<file path="src/rtl/game_selector.sv">
// game_selector: mode/menu controller that picks one of NUM_GAMES cores, shows its index, then runs it.
// Ports:
//   clk, rst        system clock, asynchronous active-high reset
//   mode_pulse_i    advance to the next game and restart the menu
//   action_pulse_i  skip the menu in SHOW, forwarded to the running game in RUN
//   game_digit_i    4-bit digit per game, game g on [4g+3:4g]
//   game_dp_i       decimal point per game
//   game_sel_o      selected game index
//   game_en_o       one-hot run enable (RUN only)
//   game_clr_o      one-cycle one-hot clear on entering the game
//   game_action_o   one-cycle one-hot routed action pulse
//   disp_digit_o    digit to the seven-segment driver
//   disp_dp_o       decimal point to the seven-segment driver
//   in_menu_o       high in SHOW and CLEAR
module game_selector #(
   parameter int NUM_GAMES   = 4,
   parameter int MENU_CYCLES = 12_000_000,
   localparam int SW         = $clog2(NUM_GAMES)
) (
   input  logic                   clk,
   input  logic                   rst,
   input  logic                   mode_pulse_i,
   input  logic                   action_pulse_i,
   input  logic [4*NUM_GAMES-1:0] game_digit_i,
   input  logic [NUM_GAMES-1:0]   game_dp_i,
   output logic [SW-1:0]          game_sel_o,
   output logic [NUM_GAMES-1:0]   game_en_o,
   output logic [NUM_GAMES-1:0]   game_clr_o,
   output logic [NUM_GAMES-1:0]   game_action_o,
   output logic [3:0]             disp_digit_o,
   output logic                   disp_dp_o,
   output logic                   in_menu_o
);
   localparam int TW = $clog2(MENU_CYCLES + 1);
   typedef enum logic [1:0] {SHOW, CLEAR, RUN} state_t;
   state_t                 state_q, state_d;
   logic [TW-1:0]          timer_q, timer_d;
   logic [SW-1:0]          game_sel_q, game_sel_d, sel_next;
   logic [NUM_GAMES-1:0]   game_en_q, game_en_d;
   logic [NUM_GAMES-1:0]   game_clr_q, game_clr_d;
   logic [NUM_GAMES-1:0]   game_action_q, game_action_d;
   logic [NUM_GAMES-1:0]   onehot;
   logic [3:0]             disp_digit_q, disp_digit_d;
   logic                   disp_dp_q, disp_dp_d;
   logic                   in_menu_q, in_menu_d;
   // Outputs are computed for the state being entered so they are registered
   // yet line up with that state; game_sel only changes on a jump back to SHOW.
   always_comb begin
      onehot        = NUM_GAMES'(1) << game_sel_q;
      sel_next      = (game_sel_q == SW'(NUM_GAMES - 1)) ? '0 : game_sel_q + 1'b1;
      state_d       = mode_pulse_i ? SHOW :
                      state_q == SHOW ? ((action_pulse_i || timer_q == TW'(MENU_CYCLES - 1)) ? CLEAR : SHOW) :
                      RUN;
      game_sel_d    = mode_pulse_i ? sel_next : game_sel_q;
      timer_d       = (state_q == SHOW && state_d == SHOW && !mode_pulse_i) ? timer_q + 1'b1 : '0;
      game_en_d     = (state_d == RUN) ? onehot : '0;
      game_clr_d    = (state_d == CLEAR) ? onehot : '0;
      game_action_d = (state_q == RUN && action_pulse_i && !mode_pulse_i) ? onehot : '0;
      disp_digit_d  = (state_d == RUN) ? game_digit_i[{game_sel_q, 2'b00} +: 4] : 4'(game_sel_d);
      disp_dp_d     = (state_d == RUN) ? game_dp_i[game_sel_q] : 1'b1;
      in_menu_d     = (state_d != RUN);
   end
   always_ff @(posedge clk or posedge rst) begin
      if (rst) begin
         state_q       <= SHOW;
         timer_q       <= '0;
         game_sel_q    <= '0;
         game_en_q     <= '0;
         game_clr_q    <= '0;
         game_action_q <= '0;
         disp_digit_q  <= '0;
         disp_dp_q     <= 1'b1;
         in_menu_q     <= 1'b1;
      end else begin
         state_q       <= state_d;
         timer_q       <= timer_d;
         game_sel_q    <= game_sel_d;
         game_en_q     <= game_en_d;
         game_clr_q    <= game_clr_d;
         game_action_q <= game_action_d;
         disp_digit_q  <= disp_digit_d;
         disp_dp_q     <= disp_dp_d;
         in_menu_q     <= in_menu_d;
      end
   end
   assign game_sel_o    = game_sel_q;
   assign game_en_o     = game_en_q;
   assign game_clr_o    = game_clr_q;
   assign game_action_o = game_action_q;
   assign disp_digit_o  = disp_digit_q;
   assign disp_dp_o     = disp_dp_q;
   assign in_menu_o     = in_menu_q;
endmodule
</file>
<file path="config.mk">
export PLATFORM = sky130hd
export DESIGN_NAME = game_selector
export DESIGN_NICKNAME = d
export VERILOG_FILES = /design/src/rtl/game_selector.sv
export SDC_FILE = /design/constraint.sdc
export NUM_CORES = 1
export LEC_CHECK = 0
export ABC_AREA = 0
export CAP_MARGIN = 20
export CORE_MARGIN = 5
export CORE_UTILIZATION = 29
export CTS_CLUSTER_DIAMETER = 60
export DETAILED_ROUTE_END_ITERATION = 6
export PLACE_DENSITY_LB_ADDON = 0.1
export SYNTH_ARGS = -nofsm -noshare
export SYNTH_HDL_FRONTEND = slang
export SYNTH_SLANG_ARGS = --single-unit
</file>
<file path="constraint.sdc">
create_clock -name clk -period 2.75 [get_ports clk]
set_input_delay 0.55 -clock clk [delete_from_list [all_inputs] [get_ports clk]]
set_output_delay 0.55 -clock clk [all_outputs]
set_load 0.02 [all_outputs]
</file>
==> run metrics <==
status completed; CORE AREA approximately 7300 um2; post-synthesis sequential area ratio 53.4%; HPWL Detailed 3.48 mm; max_cap viols 0; crit path DAT 2.32 ns; placed cells 342; TritonCTS buffer count 5; Root Buffer clkbuf_8; worst r2r path cells 5; slew margin rel. between 60% and 70%; Area Growth Syn to Fin 31.8%; DRT Pass-1 Iters 4; Seq cells post-synth 46; clk_skew 0.00483 ns; die footprint 9280 um2; crit path kind reg -> reg; ys async rst share 100%; syn_area_per_cell 10.8 um2; top cell type's share of synthesized area 50.9%; Wirelength per Cell 13.5 um; vias per cell between 4 and 5; Critical Path Start Type register; CTS hold repair buffers 0; post-synthesis cell count 200; Peak VDD IR 0.368 mV; Min Clock Period, post-route between 2 and 2.5 ns; first-pass GRT wire length 8.12 mm; worst reg2reg path startpoint timer_q[0]; Synth Warn # 0; slowest cell delay on critical path 0.67 ns; GP Congestion 0.759; Die Ht 96.3 um; Final Instance Area approximately 2900 um2; endpoints failing setup 0; remaining antenna violation count 0; Core Util, Final around two fifths; most frequent cell after synthesis dfrtp_1; FF-to-FF setup slack 0.66 ns; worst slew pin tran 0.484 ns; critical path cell sequence ha_1 -> nand4_4 -> or4_1 -> or3_1 -> a21oi_1; Worst setup endpoint timer_q[20]; H-tree levels 2; worst path buffer plus inverter count 0; setup_tns 0 ns; post-cts sizing count 0; nets@finish 279; HP Class reg -> reg; Syn Nets between 200 and 250; Sink Count 46; PD cells just under 600 nW/um2; CP max FO 7; DR iter-0 viols 66; layout cells sized above 1 12.4%; unrepaired setup endpoints after global routing no; slowest cell on the critical path or4_1; # DRC 0; largest net degree at the start of global routing 27; Vias 1634; post-CTS setup buffers 0; worst path required time 2.98 ns; number of flops mapped to enable cells by yosys 0; drt total wl 4.71 mm; hold_sp timer_q[0]; CTS tree built; top cells by count, synth dfrtp_1, nor2_1, nand2_1; P_leak ~1.1 nW; Initial Util 29.8%; DP Area about 2700 um2; Diodes inserted 0; post-synth top area cell dfrtp_1; Distinct cells, synth 36; Critical Path End Type register; Clock Tree Buf Depth 2; fin crit share 76.0%; main area contributors after synthesis dfrtp_1, mux4_2, nor2_1; Syn Std Cell Area 2160 um2; Boundary Pins between 40 and 50; Tot Pwr 1.69 mW; clock latency on the worst-skew pair 0.30 ns; critical path startpoint timer_q[0]; Clock transition at path regs 0.09 ns; Hold Vio Cnt, Final 0; initial antenna violation count 0; GRT overflow 0; Finished Layout Cells 350; Slew Limit Fails 0; Crit. path cell count 5; FF-to-FF End timer_q[20]; row count 31; Port Buffers between 40 and 50; prevailing post-synth register cell dfrtp_1; Die W 96.3 um; CP delay by family, top simple AND/OR/NAND/NOR gates; Global Route Usage Sum between 10% and 20%; vias in the first global route 1799; FMAX 479 MHz
## routing by layer
metal,vias up,GRT usage [%],wire [um]
li1,802,-,-
met1,784,14.3,2180
met2,41,17.9,2170
met3,7,4.22,309
met4,0,3.50,53
met5,-,0,0
## placed cells by master (no fill, tap or decap), types with 2 or more instances in the layout
cell type and instances:
a21oi_1 10, a21oi_2 2, and2_1 10, and3_1 2, buf_4 5, clkbuf_8 5, clkdlybuf4s50_1 43, clkinv_2 2
dfrtp_1 44, dfstp_2 2, ha_1 5, inv_1 8, mux2_2 2, mux4_2 5, nand2_1 14, nand3_1 9
nand4_1 5, nor2_1 22, nor3_1 4, nor4_1 5, o21ai_0 10, o31ai_1 2, or3_1 8, or4_1 2
xnor2_1 8, xor2_1 3
## stage by stage
stage	hold WS [ns]	setup slack [ns]
2_1_floorplan	0.469	0.811
3_3_place_gp	0.487	0.669
3_5_place_dp	0.504	0.651
4_1_cts	0.515	0.666
5_1_grt	0.564	0.538
6_report	0.514	0.661
## where the power goes
| part | switching (mW) | internal, mW | leakage [nW] |
|---|---|---|---|
| Combinational | 0.218 | 0.229 | 0.451 |
| Sequential | 0.0164 | 0.724 | 0.625 |
| Clock | 0.234 | 0.268 | 0.0579 |
| Total | 0.468 | 1.22 | 1.13 |
## logic make-up after synthesis
family                     Yosys count  synth area share [%]
adders and majority gates            5                  2.89
buffers and inverters               15                  3.07
xor gates and xnor gates            11                  4.46
and+or+nand+nor                     91                  23.5
DFF                                 46                  53.4
AOI/OAI and AO/OA                   25                  6.48
muxes                                7                  6.25
## final cells by class
cell class	instances	area, um2
Clock inverter	3	40.0
Tap cell	99	124
Inverter	9	33.8
Fill cell	746	4400
Timing Repair Buffer	49	488
Multi-Input combinational cell	139	942
Sequential cell	46	1150
Clock buffer	5	68.8
## sequential cells by signal, indices dropped and copies added, names as in the netlist, 2 cells and up
signal         cells
timer_q           24
disp_digit_o       4
game_action_o      4
game_clr_o         4
game_en_o          4
game_sel_o         2
state_q            2
## how the worst min path moves through the flow
stage	slack (ns)	endpoint	depth (start not counted)
6_report	0.51	timer_q[0]	1
2_1_floorplan	0.47	timer_q[0]	1
5_1_grt	0.56	timer_q[0]	1
3_5_place_dp	0.50	timer_q[0]	1
4_1_cts	0.52	timer_q[0]	1
3_3_place_gp	0.49	timer_q[0]	1
Note: power is estimated with default switching activity, not from simulation.
